`config.mk`:
```
export PLATFORM = sky130hd
export DESIGN_NAME = ras_driver
export DESIGN_NICKNAME = d
export VERILOG_FILES = /design/src/rtl/ras_driver.sv
export SDC_FILE = /design/constraint.sdc
export NUM_CORES = 1
export LEC_CHECK = 0
export ABC_AREA = 1
export BUFFER_PORTS_ARGS = -buffer_cell sky130_fd_sc_hd__clkbuf_2
export CAP_MARGIN = 20
export CORE_AREA = 2 2 149 151
export DETAILED_ROUTE_END_ITERATION = 7
export DIE_AREA = 0 0 151 153
export PLACE_DENSITY_LB_ADDON = 0.08
export SYNTH_ARGS = -nofsm -noshare
export SYNTH_HDL_FRONTEND = slang
export SYNTH_SLANG_ARGS = --single-unit
```
`constraint.sdc`:
```
create_clock -name clk -period 3.1 [get_ports clk]
set_clock_uncertainty 0.2 [all_clocks]
set_input_delay 0.31 -clock clk [delete_from_list [all_inputs] [get_ports clk]]
set_output_delay 0.31 -clock clk [all_outputs]
set_load 0.05 [all_outputs]
```
`src/rtl/ras_driver.sv`:
```
// Return-address-stack driver: classifies fetched JAL/JALR as call/return,
// predicts their targets and issues push/pop/flush pulses to an external RAS.
module ras_driver #(
    parameter int unsigned XLEN      = 32,
    parameter int unsigned RAS_DEPTH = 8
) (
    input  logic            clk,
    input  logic            rst,
    input  logic            redirect,
    input  logic            fetch_valid,
    input  logic [XLEN-1:0] fetch_pc,
    input  logic [31:0]     fetch_inst,
    output logic            fetch_ready,
    output logic            out_valid,
    input  logic            out_ready,
    output logic [XLEN-1:0] out_pc,
    output logic [31:0]     out_inst,
    output logic            out_pred_taken,
    output logic [XLEN-1:0] out_pred_target,
    output logic            out_is_call,
    output logic            out_is_ret,
    output logic            ras_push,
    output logic            ras_pop,
    output logic            ras_flush,
    output logic [XLEN-1:0] ras_push_addr,
    input  logic [XLEN-1:0] ras_top_addr,
    input  logic            ras_empty,
    output logic [15:0]     overflow_count
);
    localparam int unsigned OCC_W   = $clog2(RAS_DEPTH + 1);
    localparam logic [6:0]  OP_JAL  = 7'b1101111;
    localparam logic [6:0]  OP_JALR = 7'b1100111;

    typedef enum logic {IDLE, PUSH_PEND} state_t;

    state_t           state_q, state_d;
    logic [OCC_W-1:0] occ_q;
    logic [XLEN-1:0]  pend_addr_q;

    logic [4:0]       rd, rs1;
    logic             rd_link, rs1_link, is_jal, is_jalr;
    logic             dec_call, dec_ret, dec_co, dec_taken;
    logic [20:0]      imm_j;
    logic [XLEN-1:0]  dec_target, link_addr;
    logic             accept;

    // Instruction classification; only opcode, rd and rs1 matter.
    always_comb begin
        rd         = fetch_inst[11:7];
        rs1        = fetch_inst[19:15];
        is_jal     = fetch_inst[6:0] == OP_JAL;
        is_jalr    = fetch_inst[6:0] == OP_JALR;
        rd_link    = (rd == 5'd1) || (rd == 5'd5);
        rs1_link   = (rs1 == 5'd1) || (rs1 == 5'd5);
        imm_j      = {fetch_inst[31], fetch_inst[19:12], fetch_inst[20], fetch_inst[30:21], 1'b0};
        link_addr  = fetch_pc + XLEN'(4);
        dec_call   = (is_jal || is_jalr) && rd_link;
        dec_ret    = is_jalr && rs1_link && (!rd_link || (rd != rs1));
        dec_co     = dec_call && dec_ret;
        dec_taken  = is_jal || (dec_ret && !ras_empty);
        dec_target = '0;
        if (is_jal) begin
            dec_target = fetch_pc + XLEN'($signed(imm_j));
        end else if (dec_ret && !ras_empty) begin
            dec_target = ras_top_addr;
        end
    end

    // Next state and RAS command pulses; a coroutine's push is deferred one cycle.
    always_comb begin
        state_d       = state_q;
        fetch_ready   = 1'b0;
        accept        = 1'b0;
        ras_push      = 1'b0;
        ras_pop       = 1'b0;
        ras_flush     = rst || redirect;
        ras_push_addr = link_addr;
        case (state_q)
            IDLE: begin
                fetch_ready = !rst && !redirect && (!out_valid || out_ready);
                accept      = fetch_valid && fetch_ready;
                if (accept) begin
                    ras_push = dec_call && !dec_co;
                    ras_pop  = dec_ret && !ras_empty;
                    if (dec_co) begin
                        state_d = PUSH_PEND;
                    end
                end
            end
            PUSH_PEND: begin
                ras_push      = !rst && !redirect;
                ras_push_addr = pend_addr_q;
                state_d       = IDLE;
            end
            default: state_d = IDLE;
        endcase
        if (redirect) begin
            state_d = IDLE;
        end
    end

    always_ff @(posedge clk) begin
        if (rst) begin
            state_q     <= IDLE;
            pend_addr_q <= '0;
        end else begin
            state_q <= state_d;
            if (accept && dec_co) begin
                pend_addr_q <= link_addr;
            end
        end
    end

    // Prediction record: loads on accept, drains on out_ready, dropped by redirect.
    always_ff @(posedge clk) begin
        if (rst) begin
            out_valid       <= 1'b0;
            out_pc          <= '0;
            out_inst        <= '0;
            out_pred_taken  <= 1'b0;
            out_pred_target <= '0;
            out_is_call     <= 1'b0;
            out_is_ret      <= 1'b0;
        end else if (redirect) begin
            out_valid <= 1'b0;
        end else if (accept) begin
            out_valid       <= 1'b1;
            out_pc          <= fetch_pc;
            out_inst        <= fetch_inst;
            out_pred_taken  <= dec_taken;
            out_pred_target <= dec_target;
            out_is_call     <= dec_call;
            out_is_ret      <= dec_ret;
        end else if (out_ready) begin
            out_valid <= 1'b0;
        end
    end

    // Occupancy mirror of the RAS; pushes beyond full are counted, not blocked.
    always_ff @(posedge clk) begin
        if (rst) begin
            occ_q          <= '0;
            overflow_count <= '0;
        end else if (redirect) begin
            occ_q <= '0;
        end else if (ras_push) begin
            if (occ_q == OCC_W'(RAS_DEPTH)) begin
                if (overflow_count != 16'hFFFF) begin
                    overflow_count <= overflow_count + 16'd1;
                end
            end else begin
                occ_q <= occ_q + OCC_W'(1);
            end
        end else if (ras_pop && (occ_q != '0)) begin
            occ_q <= occ_q - OCC_W'(1);
        end
    end
endmodule

```
==> results of run 1 <==
flip-flops by register name, summed over array words and instances (netlist names):
name             cells
pend_addr_q         32
out_is_call          1
out_inst            32
out_is_ret           1
out_pred_target     32
out_valid            1
out_pred_taken       1
state_q              1
overflow_count      16
out_pc              32
occ_q                4
cell families (layout without fill, tap and decap cells):
family,count (synthesis),in the layout,share of synthesized area
AOI/OAI and AO/OA,300,300,0.166
xor gates and xnor gates,43,43,0.0397
adders and majority gates,36,36,0.0490
buffers and inverters,236,528,0.0987
DFF,153,153,0.323
and+or+nand+nor,729,729,0.324
path summary, 6_finish.rpt:
| check | cells past startpoint | slack, ns | to | startpoint |
|---|---|---|---|---|
| worst max-delay path | 18 | 0.24 | occ_q[3]$_SDFFE_PP0P_ | fetch_inst[4] |
| worst min-delay path | 3 | 0.02 | out_inst[3]$_SDFFE_PP0P_ | fetch_inst[3] |
| worst max register to register | 17 | 0.72 | occ_q[3]$_SDFFE_PP0P_ | out_valid$_SDFFE_PP0P_ |
| worst min register to register | 2 | 0.25 | pend_addr_q[9]$_SDFFE_PP0P_ | pend_addr_q[9]$_SDFFE_PP0P_ |
metal layers:
metal | part of all wire | global-route usage | vias to the layer above
li1 | - | - | 5382
met1 | 0.45 | 0.376 | 4847
met2 | 0.48 | 0.486 | 302
met3 | 0.043 | 0.0409 | 57
met4 | 0.029 | 0.0979 | 0
met5 | 0 | 0 | -
layout make-up:
type                    instances  area share
multi-input cells            1108       0.453
well taps                     280      0.0288
flip-flops and latches        153       0.252
clock buffers                  20      0.0359
clock inverters                11      0.0121
inverters                     180      0.0557
repair buffers                317       0.163
placed cells by master, fill, tap and decap left out, types with 4 or more instances in the layout:
cell           synthesis  layout
a31oi_1               16      16
inv_1                176     175
nor3_1                25      24
nand3_1               71      71
nand3b_1               8       8
xor2_1                33      33
clkbuf_16              0      17
a21oi_1              111     111
o21bai_1               4       4
nand2_2               11      11
dlygate4sd3_1          0      48
xnor2_1               10      10
buf_4                  2      14
buf_12                 1       8
or2_2                  5       5
clkinv_2               1       5
o21ai_0              153     153
dfxtp_1              153     153
clkbuf_2               0     247
nor2_1               196     196
nand2_1              376     376
ha_1                  34      34
nand4_1               13      13
a21oi_2                9       9
nor4_1                 6       6
critical path, cell delays in order:
cell and delay (ns):
dlygate4sd3_1 0.55, clkbuf_2 0.12, nor2_2 0.14, nand3_1 0.13
or2_1 0.30, nor2_4 0.13, nand2_2 0.07, nand2_4 0.13
inv_1 0.08, ha_1 0.33, nand2_1 0.09, nor2_1 0.05
a211oi_2 0.17, nand4_1 0.12, nand2_1 0.09, nand3_1 0.07
nand2_1 0.06, nor2_1 0.03
power by group through the flow:
| stage | Combinational [W] | Sequential [W] | Clock (W) |
|---|---|---|---|
| after floorplan | 0.000594 | 0.00230 | 0 |
| after global placement | 0.00118 | 0.00210 | 0 |
| after detailed placement | 0.00118 | 0.00210 | 0 |
| after CTS | 0.00123 | 0.00205 | 0.00217 |
| after global routing | 0.00136 | 0.00206 | 0.00225 |
| final | 0.00124 | 0.00205 | 0.00214 |
stage by stage:
step	setup WS (ns)	total power, W
2_1_floorplan	0.193	0.00289
3_3_place_gp	0.396	0.00328
3_5_place_dp	0.356	0.00328
4_1_cts	0.239	0.00546
5_1_grt	0.0386	0.00566
6_report	0.241	0.00544
what timing repair did:
item | CTS | global route
hold buffers | 47 | 1
resized for setup | 0 | 1
hold endpoints to repair | 47 | 1
setup endpoints to repair | 0 | 1
==> run summary, run 1 <==
outcome - finished clean
dpl cells - 1990
WP data arrival - 2.98 ns
Die W - 151 µm
layout cells sized above 1 - 0.190
Worst-path clk slew - 0.06 ns
clock sinks - 153
port bufs - 253
Synth Net Count - 1635
WL per Instance - 16.1 µm
Yosys warning total - 0
synthesized area per cell - 6.34 µm²
top-area cell type share of the netlist area - 0.323
# IOs - 254
HPWL Detailed - 25800 µm
largest net degree at the start of global routing - 76
most frequent cells after synthesis - 376 x nand2_1, 196 x nor2_1, 176 x inv_1
number of setup buffers added after CTS - 0
routed wire length - 33300 µm
RSZ-0062 raised after global routing - false
Fin Hold WS - 0.0178 ns
Startpoint Class - input port
worst-skew pair later-pin latency - 0.42 ns
combinational share of power - 0.229
post-detailed-route count of antenna-violating nets - 0
H-Tree Level Count - 4
Synth Instances - 1497
fin. max-slew vios - 0
Area after DPL - 11100 µm²
Pleak - 5.88 nW
CTS tree - done
switching power - 0.00178 W
Max-Cap Viols - 0
Die H - 153 µm
clock tree buffer depth - 2
die area - 23100 µm²
EDFF count, synth - 0
Initial Util - 0.442
Final Critical Period - 2.86 ns
nets - 1915
Layout area overhead - 28.2%
worst slew pin tran - 0.593 ns
largest area contributor in the netlist - dfxtp_1
Worst EP required - 3.22 ns
DR pass1 iterations - 6
Final Hold Vio Count - 0
power per cell area - 447 nW/µm²
area of the multi-input gates - 5510 µm²
HP Class - in2reg
clock power share - 0.393
cell area after synthesis - 9500 µm²
Non-Filler Instances - 2069
Fmax - 350 MHz
fillcell total - 2162
Setup violations, final - 0
register area - 3060 µm²
Sw Ratio - 0.327
first-pass GRT wire length - 51800 µm
ys flop type - dfxtp_1
sequential-to-total area share from yosys stat - 0.323
diode count - 0
core box area - 21500 µm²
top cells by area, synth - dfxtp_1 32%, nand2_1 15%, o21ai_0 8.1%
vias in the first global route - 9737
Internal - 0.00366 W
fin area - 12200 µm²
relative slew slack - 0.604
Setup TNS - 0 ns
Vias - 10600
starting DRC count in detailed routing - 746
Num CTS Buffers - 17
post-layout util - 0.566
Yosys reg bits - 153
Seq pwr share - 0.378
total grt overflow - 0
Critical Path End Type - flip-flop
Root Buffer - clkbuf_16
Setup CP Type - in2reg
most common cell in the netlist - nand2_1
All-Layer GR Usage - 0.288
post-synthesis cell type count - 44
drc violations - 0
async set-reset flop share out of synthesis - 0
initial antenna violation count - 0
routability-driven placement congestion ratio - 0.946
vias per cell - 5.12
VDD IR max - 0.372 mV
Worst Path Max Fanout - 7
FP Rows - 54
Final period util - 0.922
Note: power is estimated with default switching activity, not from simulation.
==> run 2: changes to the inputs <==
- clock period: 3.1 -> 3.4 ns (I/O delays scaled with it)
==> run summary, run 2 (synthesis results as in run 1) <==
routed wire length - 33200 µm
fin. max-slew vios - 0
Startpoint Class - input port
Die W - 151 µm
Setup CP Type - in2reg
HP Class - in2reg
layout cells sized above 1 - 0.189
nets - 1895
die area - 23100 µm²
commonest non-fill, non-tap cells in the layout - 376 x nand2_1, 247 x clkbuf_2, 196 x nor2_1, 175 x inv_1
Fmax - 340 MHz
port bufs - 253
Initial Util - 0.442
Setup violations, final - 0
core box area - 21500 µm²
Max stage delay on crit path - 0.54 ns
Num CTS Buffers - 17
Final Critical Period - 2.94 ns
initial antenna violation count - 0
largest net degree at the start of global routing - 75
VDD IR max - 0.257 mV
Setup TNS - 0 ns
Post-CTS Resized - 0
Worst-path clk slew - 0.08 ns
clock sinks - 153
DR pass1 iterations - 7
Worst Path Max Fanout - 7
Worst EP required - 3.53 ns
Vias - 10400
WL per Instance - 16.2 µm
CP max-delay cell - dlygate4sd3_1
post-layout util - 0.557
HPWL Detailed - 25600 µm
H-Tree Level Count - 4
Final period util - 0.866
Pleak - 5.78 nW
RSZ-0062 raised after global routing - false
drc violations - 0
first-pass GRT wire length - 52100 µm
diode count - 0
most frequent CP cell - nand2_1
critical path buffer and inverter count - 3
WP data arrival - 3.07 ns
vias per cell - 5.06
power per cell area - 412 nW/µm²
Layout area overhead - 26.1%
# IOs - 254
relative slew slack - 0.471
outcome - finished clean
starting DRC count in detailed routing - 675
Root Buffer - clkbuf_16
CTS tree - done
CP cell instances - dlygate4sd3_1 -> clkbuf_2 -> nand2_1 -> nor2_2 -> nand3_1 -> or2_1 -> nor2_4 -> nand2_2 -> nand2_4 -> inv_1 -> ha_1 -> nand2_1 -> nor2_1 -> a211oi_1 -> nand4_1 -> nand2_1 -> nand3_1 -> nand2_1 -> nor2_1
Critical Path End Type - flip-flop
worst slew pin tran - 0.792 ns
post-detailed-route count of antenna-violating nets - 0
Top delay family on crit path - simple AND/OR/NAND/NOR gates
worst-skew pair later-pin latency - 0.42 ns
Die H - 153 µm
vias in the first global route - 9759
routability-driven placement congestion ratio - 0.949
Final Hold Vio Count - 0
total grt overflow - 0
commonest non-fill, non-tap cell in the layout - nand2_1
Max-Cap Viols - 0
FP Rows - 54
clock tree buffer depth - 2
All-Layer GR Usage - 0.289
## run 2: cell types whose count changed in the layout (fill, tap and decap cells not counted), sizes merged, moves of 3 or more
cell	before	now
clkinv	9	4
dlygate4sd3	48	32
inv	178	181
clkinvlp	1	4
buf	22	18
## run 2: final cells by class
| class | count | area [µm²] |
|---|---|---|
| Multi-Input combinational cell | 1108 | 5500 |
| Inverter | 180 | 678 |
| Tap cell | 280 | 350 |
| Fill cell | 2222 | 9510 |
| Clock inverter | 11 | 136 |
| Clock buffer | 21 | 450 |
| Sequential cell | 153 | 3060 |
| Timing Repair Buffer | 297 | 1790 |
## run 2: path summary, 6_finish.rpt
kind	startpoint	endpoint	slack [ns]	cells after the start
worst max register to register	out_valid$_SDFFE_PP0P_	out_pc[11]$_SDFFE_PP0P_	0.66	9
worst max-delay path	fetch_inst[6]	occ_q[3]$_SDFFE_PP0P_	0.46	19
worst min-delay path	fetch_inst[26]	out_inst[26]$_SDFFE_PP0P_	0.004	3
worst min register to register	pend_addr_q[6]$_SDFFE_PP0P_	pend_addr_q[6]$_SDFFE_PP0P_	0.25	2
## run 2: through the flow
| stage | setup slack, ns | hold slack (ns) | std cells | area, µm² | power (W) |
|---|---|---|---|---|---|
| 2_1_floorplan | 0.222 | 0.225 | 1497 | 9500 | 0.00264 |
| 3_3_place_gp | 0.602 | 0.233 | 1986 | 11100 | 0.00299 |
| 3_5_place_dp | 0.549 | 0.244 | 1986 | 11100 | 0.00299 |
| 4_1_cts | 0.467 | 0.000106 | 2050 | 12000 | 0.00496 |
| 5_1_grt | 0.164 | 0.0143 | 2050 | 12000 | 0.00515 |
| 6_report | 0.456 | 0.00422 | 2050 | 12000 | 0.00493 |
## run 2: power breakdown
part / internal [W] / total (W) / leakage, nW / switching [W]
registers: 0.00185 / 0.00187 / 1.24 / 0.0000278
clock network: 0.00111 / 0.00194 / 0.273 / 0.000823
logic: 0.000324 / 0.00112 / 4.26 / 0.000792
total: 0.00328 / 0.00493 / 5.78 / 0.00164
## run 2: tightest hold or removal path, delay by kind of cell
| family | cells | cell delay (ns) |
|---|---|---|
| compound gates | 1 | 0.08 |
| buf+inv | 1 | 0.10 |
| simple gates | 1 | 0.09 |
## run 2: layer usage
layer / up-vias / track usage / part of all wire
met3: 54 / 0.0388 / 0.046
met2: 288 / 0.482 / 0.47
met5: - / 0 / 0
met4: 0 / 0.105 / 0.034
li1: 5347 / - / -
met1: 4679 / 0.382 / 0.45
## run 2: timing repair
item | CTS | global route
hold buffers | 32 | 0
endpoints found under the hold margin | 32 | 0
setup endpoints to repair | 0 | 0
setup buffers | 0 | 0
==> run 3: changes to the inputs <==
- CORE_AREA: 2 2 149 151 -> 5 5 152 154
- DIE_AREA: 0 0 151 153 -> 0 0 157 159
- MAX_ROUTING_LAYER: unset -> met4
==> run summary, run 3 (synthesis results as in run 1) <==
commonest non-fill, non-tap cells in the layout - 376 x nand2_1, 247 x clkbuf_2, 196 x nor2_1, 175 x inv_1
largest net degree at the start of global routing - 91
die area - 25000 µm²
CTS tree - done
Max stage delay on crit path - 0.54 ns
Die W - 157 µm
FF-to-FF path depth - 9
Fin Hold WS - 0.00349 ns
clock sinks - 153
initial antenna violation count - 0
diode count - 0
Fmax - 338 MHz
Final Critical Period - 2.96 ns
# IOs - 254
HP Class - in2reg
H-Tree Level Count - 4
Worst EP required - 3.52 ns
routed wire length - 34200 µm
Design Power - 0.00483 W
Worst Path Max Fanout - 7
Worst-path clk slew - 0.07 ns
Stages on worst setup path - 19
Num CTS Buffers - 17
FP Rows - 54
critical path buffer and inverter count - 3
RSZ-0062 raised after global routing - false
core box area - 21600 µm²
Final Hold Vio Count - 0
Reg-to-Reg Start - out_valid$_SDFFE_PP0P_
CP cell instances - dlygate4sd3_1 -> clkbuf_2 -> nand2_1 -> nor2_2 -> nand3_1 -> or2_1 -> nor2_4 -> nand2_2 -> nand2_4 -> inv_1 -> ha_1 -> nand2_1 -> nor2_1 -> a211oi_1 -> nand4_1 -> nand2_1 -> nand3_1 -> nand2_1 -> nor2_1
WL per Instance - 16.7 µm
nets - 1891
worst slew pin tran - 0.766 ns
Post-CTS Resized - 0
worst-skew pair later-pin latency - 0.43 ns
outcome - finished clean
DR pass1 iterations - 5
Setup violations, final - 0
Layout area overhead - 25.5%
vias in the first global route - 9739
HPWL Detailed - 26700 µm
starting DRC count in detailed routing - 729
Top delay family on crit path - simple AND/OR/NAND/NOR gates
WP data arrival - 3.08 ns
Die H - 159 µm
WHS Path Cells - 3
Initial Util - 0.441
power per cell area - 406 nW/µm²
first-pass GRT wire length - 53200 µm
commonest non-fill, non-tap cell in the layout - nand2_1
CP max-delay cell - dlygate4sd3_1
routability-driven placement congestion ratio - 0.938
relative slew slack - 0.489
Pleak - 5.76 nW
drc violations - 0
Final period util - 0.871
Worst Hold Launch - fetch_inst[29]
layout cells sized above 1 - 0.191
fillcell total - 2185
Max-Cap Viols - 0
Setup TNS - 0 ns
total grt overflow - 0
most frequent CP cell - nand2_1
Setup CP Type - in2reg
Root Buffer - clkbuf_16
clock tree buffer depth - 2
VDD IR max - 0.308 mV
fin. max-slew vios - 0
vias per cell - 5.12
Vias - 10500
port bufs - 253
Startpoint Class - input port
All-Layer GR Usage - 0.277
Critical Path End Type - flip-flop
Crit. Startpoint - fetch_inst[6]
post-detailed-route count of antenna-violating nets - 0
==> run 3: worst paths after layout <==
path	to	slack, ns
max reg2reg	out_pred_target[10]$_SDFFE_PP0P_	0.82
max	occ_q[3]$_SDFFE_PP0P_	0.44
min reg2reg	pend_addr_q[7]$_SDFFE_PP0P_	0.25
min	out_inst[29]$_SDFFE_PP0P_	0.003
==> run 3: metrics by stage <==
step / setup WS (ns) / util / instance area [µm²] / instances
after detailed placement: 0.549 / 0.514 / 11100 / 1986
after floorplan: 0.222 / - / 9500 / 1497
after global routing: 0.262 / 0.553 / 11900 / 2046
after global placement: 0.579 / 0.514 / 11100 / 1986
after CTS: 0.490 / 0.553 / 11900 / 2046
final: 0.440 / 0.553 / 11900 / 2046
==> run 3: repair_timing <==
item | 4_1_cts | 5_1_grt
endpoints found under the setup margin | 0 | 0
hold buffers | 28 | 0
buffers inserted | 0 | 0
hold endpoints to repair | 28 | 0
==> run 3: metal layers <==
| layer | up-vias | GRT usage | part of all wire |
|---|---|---|---|
| met3 | 46 | 0.0277 | 0.043 |
| met4 | 0 | 0.0821 | 0.026 |
| met2 | 270 | 0.467 | 0.49 |
| li1 | 5336 | - | - |
| met5 | - | - | 0 |
| met1 | 4826 | 0.351 | 0.44 |
==> run 3: worst reg2reg max path, stage by stage, from the launching register on <==
cell,delay [ns]
dfxtp_1,0.33
nand2_1,0.08
nand2_2,0.08
nor2_4,0.04
nand2_4,0.08
buf_4,0.38
clkinv_2,0.58
buf_12,0.39
o21ai_0,0.25
a31oi_1,0.06
==> run 3: power breakdown <==
part	leakage, nW	internal (W)	switching, W
Clock	0.264	0.000994	0.000851
Sequential	1.24	0.00185	0.0000282
Combinational	4.25	0.000321	0.000795
Total	5.76	0.00316	0.00167
==> run 3: layout make-up <==
cell class                 instances  area (µm²)  area share
clock inverter                    13         111     0.00934
timing repair buffer             293        1760       0.148
clock buffer                      19         453      0.0380
sequential                       153        3060       0.257
tap                              280         350      0.0294
multi-input combinational       1108        5500       0.461
inverter                         180         678      0.0569
